$ cat config.mk
export PLATFORM = sky130hd
export DESIGN_NAME = pop_button_conditioner
export DESIGN_NICKNAME = d
export VERILOG_FILES = /design/src/rtl/pop_button_conditioner.sv
export SDC_FILE = /design/constraint.sdc
export NUM_CORES = 1
export LEC_CHECK = 0
export ABC_AREA = 1
export CAP_MARGIN = 15
export CORE_MARGIN = 3
export CORE_UTILIZATION = 40
export CTS_BUF_LIST = sky130_fd_sc_hd__clkbuf_4
export DETAILED_ROUTE_END_ITERATION = 12
export GPL_TIMING_DRIVEN = 0
export PLACE_DENSITY = 0.53
export SLEW_MARGIN = 20
export SYNTH_ARGS = -nofsm -noshare
export SYNTH_HDL_FRONTEND = slang
export SYNTH_SLANG_ARGS = --single-unit
$ cat constraint.sdc
create_clock -name clk_2M5 -period 2.2 [get_ports clk_2M5]
set_input_delay 0.44 -clock clk_2M5 [delete_from_list [all_inputs] [get_ports clk_2M5]]
set_output_delay 0.44 -clock clk_2M5 [all_outputs]
set_load 0.005 [all_outputs]
$ cat src/rtl/pop_button_conditioner.sv
// Front-panel button conditioner for the POP timer: sync, debounce, auto-repeat, arbitration.
// Define POP_BTN_CYCLE_ALIGN_EN to defer adjust pulses to the next cycle_sync.

module pop_btn_channel #(
    parameter int DEBOUNCE_CYCLES = 25000,
    parameter int REPEAT_DELAY    = 1250000,
    parameter int REPEAT_PERIOD   = 250000,
    parameter int CNT_WIDTH       = 21,
    parameter bit REPEAT_EN       = 1'b1
) (
    input  logic clk_2M5,
    input  logic reset_n,
    input  logic i_pressed,
    output logic o_raw_pulse
);

    // state      | meaning
    // IDLE       | debounced released, waiting for a press
    // PRESS_DB   | press seen, counting consecutive pressed samples
    // HELD       | press accepted, waiting for repeat delay or release
    // REPEAT     | auto-repeating every REPEAT_PERIOD cycles
    // RELEASE_DB | release seen, counting consecutive released samples
    typedef enum logic [2:0] {
        IDLE,
        PRESS_DB,
        HELD,
        REPEAT,
        RELEASE_DB
    } state_t;

    localparam logic [CNT_WIDTH-1:0] DB_LAST         = CNT_WIDTH'(DEBOUNCE_CYCLES - 1);
    localparam logic [CNT_WIDTH-1:0] RPT_DELAY_LAST  = CNT_WIDTH'(REPEAT_DELAY - 1);
    localparam logic [CNT_WIDTH-1:0] RPT_PERIOD_LAST = CNT_WIDTH'(REPEAT_PERIOD - 1);

    state_t               r_state;
    state_t               w_state_nxt;
    logic [CNT_WIDTH-1:0] r_timer;
    logic [CNT_WIDTH-1:0] w_timer_nxt;
    logic [CNT_WIDTH-1:0] w_timer_sat;

    always_ff @(posedge clk_2M5 or negedge reset_n) begin
        if (!reset_n) begin
            r_state <= IDLE;
            r_timer <= '0;
        end else begin
            r_state <= w_state_nxt;
            r_timer <= w_timer_nxt;
        end
    end

    // Saturating increment: a long hold on the no-repeat channel parks at all-ones.
    assign w_timer_sat = (r_timer == '1) ? r_timer : r_timer + CNT_WIDTH'(1);

    always_comb begin
        w_state_nxt = r_state;
        w_timer_nxt = w_timer_sat;
        o_raw_pulse = 1'b0;
        case (r_state)
            IDLE: begin
                w_timer_nxt = '0;
                if (i_pressed) begin
                    w_state_nxt = PRESS_DB;
                end
            end
            PRESS_DB: begin
                if (!i_pressed) begin
                    w_state_nxt = IDLE;
                    w_timer_nxt = '0;
                end else if (r_timer >= DB_LAST) begin
                    o_raw_pulse = 1'b1;
                    w_state_nxt = HELD;
                    w_timer_nxt = '0;
                end
            end
            HELD: begin
                if (!i_pressed) begin
                    w_state_nxt = RELEASE_DB;
                    w_timer_nxt = '0;
                end else if (REPEAT_EN && (r_timer >= RPT_DELAY_LAST)) begin
                    o_raw_pulse = 1'b1;
                    w_state_nxt = REPEAT;
                    w_timer_nxt = '0;
                end
            end
            REPEAT: begin
                if (!i_pressed) begin
                    w_state_nxt = RELEASE_DB;
                    w_timer_nxt = '0;
                end else if (r_timer >= RPT_PERIOD_LAST) begin
                    o_raw_pulse = 1'b1;
                    w_timer_nxt = '0;
                end
            end
            RELEASE_DB: begin
                if (i_pressed) begin
                    w_timer_nxt = '0;
                end else if (r_timer >= DB_LAST) begin
                    w_state_nxt = IDLE;
                    w_timer_nxt = '0;
                end
            end
            default: begin
                w_state_nxt = IDLE;
                w_timer_nxt = '0;
            end
        endcase
    end

endmodule

module pop_button_conditioner #(
    parameter int DEBOUNCE_CYCLES = 25000,
    parameter int REPEAT_DELAY    = 1250000,
    parameter int REPEAT_PERIOD   = 250000,
    parameter int CNT_WIDTH       = 21
) (
    input  logic       clk_2M5,
    input  logic       reset_n,
    input  logic [4:0] btn_n,
    input  logic       cycle_sync,
    output logic       pieovertwo_plus,
    output logic       pieovertwo_minus,
    output logic       freeprecess_plus,
    output logic       freeprecess_minus,
    output logic       load_defaults,
    output logic       pending
);

    logic [4:0] r_sync1;
    logic [4:0] r_sync2;
    logic [4:0] w_pressed;
    logic [4:0] w_raw;
    logic [4:0] w_arb;
    logic [3:0] w_adj;
    logic [4:0] r_out;

    // Synchroniser idles at 1 so a reset never looks like a press.
    always_ff @(posedge clk_2M5 or negedge reset_n) begin
        if (!reset_n) begin
            r_sync1 <= '1;
            r_sync2 <= '1;
        end else begin
            r_sync1 <= btn_n;
            r_sync2 <= r_sync1;
        end
    end

    assign w_pressed = ~r_sync2;

    for (genvar g = 0; g < 5; g++) begin : g_chan
        pop_btn_channel #(
            .DEBOUNCE_CYCLES(DEBOUNCE_CYCLES),
            .REPEAT_DELAY   (REPEAT_DELAY),
            .REPEAT_PERIOD  (REPEAT_PERIOD),
            .CNT_WIDTH      (CNT_WIDTH),
            .REPEAT_EN      (g != 4)
        ) u_chan (
            .clk_2M5    (clk_2M5),
            .reset_n    (reset_n),
            .i_pressed  (w_pressed[g]),
            .o_raw_pulse(w_raw[g])
        );
    end

    // Opposing presses of a pair cancel; load-defaults overrides every adjust.
    assign w_arb[0] = w_raw[0] & ~w_raw[1] & ~w_raw[4];
    assign w_arb[1] = w_raw[1] & ~w_raw[0] & ~w_raw[4];
    assign w_arb[2] = w_raw[2] & ~w_raw[3] & ~w_raw[4];
    assign w_arb[3] = w_raw[3] & ~w_raw[2] & ~w_raw[4];
    assign w_arb[4] = w_raw[4];

`ifdef POP_BTN_CYCLE_ALIGN_EN
    logic [3:0] r_pend;
    logic [3:0] w_pend_nxt;
    logic [3:0] w_cand;

    always_comb begin
        w_cand     = r_pend | w_arb[3:0];
        w_pend_nxt = w_cand;
        w_adj      = '0;
        if (w_arb[4]) begin
            w_pend_nxt = '0;
        end else if (cycle_sync) begin
            w_pend_nxt = '0;
            w_adj[0]   = w_cand[0] & ~w_cand[1];
            w_adj[1]   = w_cand[1] & ~w_cand[0];
            w_adj[2]   = w_cand[2] & ~w_cand[3];
            w_adj[3]   = w_cand[3] & ~w_cand[2];
        end
    end

    always_ff @(posedge clk_2M5 or negedge reset_n) begin
        if (!reset_n) begin
            r_pend <= '0;
        end else begin
            r_pend <= w_pend_nxt;
        end
    end

    assign pending = |r_pend;
`else
    logic w_unused_sync;

    assign w_unused_sync = cycle_sync;
    assign w_adj         = w_arb[3:0];
    assign pending       = 1'b0;
`endif

    always_ff @(posedge clk_2M5 or negedge reset_n) begin
        if (!reset_n) begin
            r_out <= '0;
        end else begin
            r_out <= {w_arb[4], w_adj};
        end
    end

    assign pieovertwo_plus   = r_out[0];
    assign pieovertwo_minus  = r_out[1];
    assign freeprecess_plus  = r_out[2];
    assign freeprecess_minus = r_out[3];
    assign load_defaults     = r_out[4];

endmodule

==> flow_metrics.env <==
export IMPL_wl_per_cell_um=13.2
export IMPL_crit_buf_inv=1
export IMPL_min_period_over_period=0.915
export IMPL_grt_usage=0.198
export IMPL_synthesis_instances=1572
export IMPL_crit_family="simple AND/OR/NAND/NOR gates"
export IMPL_yosys_warnings=0
export IMPL_clock_sinks=135
export IMPL_synth_cell_types=42
export IMPL_post_dp_cell_area_um2=10600
export IMPL_power_density_nw_per_um2=529
export IMPL_htreeDepth=4
export IMPL_path_cells="nor2_2 -> nand3_1 -> nor2_1 -> nand3_1 -> nand3_1 -> nor3_1 -> nor2_2 -> buf_4 -> a21oi_1"
export IMPL_synth_area_leaders="dfrtp_1 (31%), nand2_1 (14%), nor2_1 (11%), inv_1 (8.4%), nand3_1 (6.9%)"
export IMPL_synth_seq_cells=135
export IMPL_gp_congestion=0.941
export IMPL_clk_latency_ps=560
export IMPL_synth_top_area_cell="dfrtp_1"
export IMPL_syn_area_um2=10000
export IMPL_first_pass_iters=5
export IMPL_num_rows=57
export IMPL_fin_hold_ws_ps=272
export IMPL_io_buffers=11
export IMPL_slew_headroom=0.650
export IMPL_required_ps=2600
export IMPL_cts_tree="yes"
export IMPL_peakVddDrop_uv=385
export IMPL_slew_viol_final=0
export IMPL_routed_wl_um=25700
export IMPL_tightest_slew_ps=521
export IMPL_layout_drive_gt1_share=0.103
export IMPL_io_pins=14
export IMPL_slowest_stage="dfrtp_1"
export IMPL_antenna_left=0
export IMPL_cts_root_buf="clkbuf_4"
export IMPL_status="complete, no violations"
export IMPL_first_global_vias=9056
export IMPL_drv_cap=0
export IMPL_grt_max_degree=73
export IMPL_antenna_found_initial=1
export IMPL_grt_pass1_wl_um=43700
export IMPL_grt_ovfl_total=0
export IMPL_seq_area_frac_synth=0.338
export IMPL_core_area_um2=24500
export IMPL_fp_dieW_um=164
export IMPL_syn_avg_cell_area_um2=6.39
export IMPL_die_area_um2=27100
export IMPL_cp_arrival_ps=2410
export IMPL_hold_path_class="input pin to register"
export IMPL_fmax_mhz=497
export IMPL_areaGrowthSynthToFinish_pct=9.54
export IMPL_nNetsFinal=1622
export IMPL_cts_buffers=17
export IMPL_dieHeight_um=164
export IMPL_cp_end_kind="register"
export IMPL_dr_total_vias=9691
export IMPL_final_util=0.449
export IMPL_hold_viol=0
export IMPL_cpPeakStageDelay_ps=460
export IMPL_clkTransAtPathRegs_ps=130
export IMPL_cp_start_kind="register"
export IMPL_drt_initial_drc_count=642
export IMPL_crit_top_cell="nand3_1"
export IMPL_vias_per_cell=4.98
export IMPL_clk_path_buf_depth=2
export IMPL_syn_nets=1585
export IMPL_fin_area_um2=11000
export IMPL_fin_skew_ps=32.2
export IMPL_crit_type="register to register"
export IMPL_synth_top_area_share=0.311
export IMPL_drc=0
export IMPL_start_util=0.409
export IMPL_dpl_hpwl_um=19600
export IMPL_worst_path_max_fanout=10
export IMPL_setup_violations_final=0
export IMPL_leakagePower_nw=5.26
export IMPL_period_minus_slack_ps=2010
## worst register-to-register path, cell delays in order (launching register included)
cell	delay, ps
dfrtp_1	460
nor2_2	310
nand3_1	120
nor2_1	180
nand3_1	120
nand3_1	180
nor3_1	80
nor2_2	160
buf_4	210
a21oi_1	60
## cell usage in the layout (no fill, tap or decap), types with 2 or more instances in the layout
master / instances
mux2i_1: 3
a31oi_1: 4
bufinv_16: 3
buf_2: 19
dfrtp_1: 120
ha_2: 4
o211ai_1: 2
nor2_1: 297
or2_2: 9
nor2_4: 7
o21ai_1: 2
dfrtp_2: 5
clkinv_1: 4
dfstp_2: 10
clkinv_2: 4
clkbuf_1: 3
xnor2_1: 5
nand4_2: 4
xor2_1: 54
nor3_1: 60
nand2_1: 367
nand3_2: 13
clkdlybuf4s50_1: 10
buf_4: 9
nand4_1: 42
o21a_1: 2
a21oi_1: 59
nand3_1: 134
nand2_2: 7
nor2_2: 20
buf_6: 7
clkbuf_4: 21
nor4_1: 11
nor3_2: 3
o21ai_0: 46
inv_1: 223
inv_2: 13
## logic make-up after synthesis
family                   count (synthesis)  synth area share
XOR/XNOR                                59            0.0514
adder cells (fa/ha/maj)                  5           0.00623
other                                    1          0.000373
AO/OA/AOI/OAI                          119            0.0618
multiplexers                             3           0.00299
AND/OR/NAND/NOR                        978             0.429
flip-flops                             135             0.338
buffers and inverters                  272             0.111
## what timing repair did
item                                    in CTS  in global routing
resized for setup                            3                 18
endpoints found under the setup margin      13                 93
buffers inserted                             0                  5
pin swaps                                    1                  3
hold buffers                                 1                  0
hold endpoints to repair                    59                  0
## metrics by stage
| step | setup WS (ps) | total power, mW | cells | setup TNS (ps) |
|---|---|---|---|---|
| 2_1_floorplan | 450 | 3.68 | 1572 | 0 |
| 3_3_place_gp | -5050 | 4.02 | 1907 | -663560 |
| 3_5_place_dp | -129 | 4.03 | 1908 | -829 |
| 4_1_cts | 8.31 | 5.83 | 1941 | 0 |
| 5_1_grt | -13.8 | 6.22 | 1947 | -31.5 |
| 6_report | 187 | 5.83 | 1947 | 0 |
## report_power, final
part / internal (mW) / total (mW) / switching [mW]
combinational: 0.465 / 1.27 / 0.808
sequential: 2.62 / 2.78 / 0.159
clock: 0.825 / 1.77 / 0.948
total: 3.91 / 5.83 / 1.91
## layout make-up
cell class | instances | area, um^2
Fill cell | 2635 | 13500
Multi-Input combinational cell | 1165 | 5600
Sequential cell | 135 | 3400
Inverter | 238 | 893
Tap cell | 324 | 405
Buffer | 34 | 220
Timing Repair Buffer | 18 | 190
Clock buffer | 21 | 158
Clock inverter | 11 | 134
Antenna cell | 1 | 2.50
## cells in the mapped netlist, drive strengths merged
master	number
o22ai	1
nor4	12
buf	30
o21bai	1
inv	236
nand4	46
nor3b	1
a21oi	60
o31ai	1
nor2	324
o21a	2
dfrtp	125
nand2	375
or2	9
ha	5
nand3b	1
o211ai	2
xnor2	5
conb	1
mux2i	3
xor2	54
o21ai	48
nand3	147
a31oi	4
nor3	63
clkbuf	4
dfstp	10
clkinv	2
## state kept, by name (all words and copies together) (netlist names)
name and cells:
r_out 5, g_chan.u_chan.r_timer 105, r_sync1 5, g_chan.u_chan.r_state 15
r_sync2 5
## path summary, 6_finish.rpt
path | from | slack, ps | to | depth (start not counted)
hold reg to reg | r_sync1[0]$_DFF_PN1_ | 360 | r_sync2[0]$_DFF_PN1_ | 0
min in group asynchronous | reset_n | 390 | g_chan[1].u_chan.r_timer[7]$_DFF_PN0_ | 2
setup / recovery | g_chan[3].u_chan.r_timer[11]$_DFF_PN0_ | 190 | g_chan[3].u_chan.r_timer[15]$_DFF_PN0_ | 9
max in group asynchronous | reset_n | 1030 | r_sync1[3]$_DFF_PN1_ | 3
hold / removal | btn_n[4] | 270 | r_sync1[4]$_DFF_PN1_ | 1
setup reg to reg | g_chan[3].u_chan.r_timer[11]$_DFF_PN0_ | 190 | g_chan[3].u_chan.r_timer[15]$_DFF_PN0_ | 9
## routing by layer
layer  wire length, um  vias to the layer above  GRT usage
met5                 0                        -          0
met4               396                        0     0.0549
met3               851                       29     0.0296
met2             11400                      179      0.312
met1             13000                     4455      0.284
li1                  -                     5028          -
Note: power is estimated with default switching activity, not from simulation.
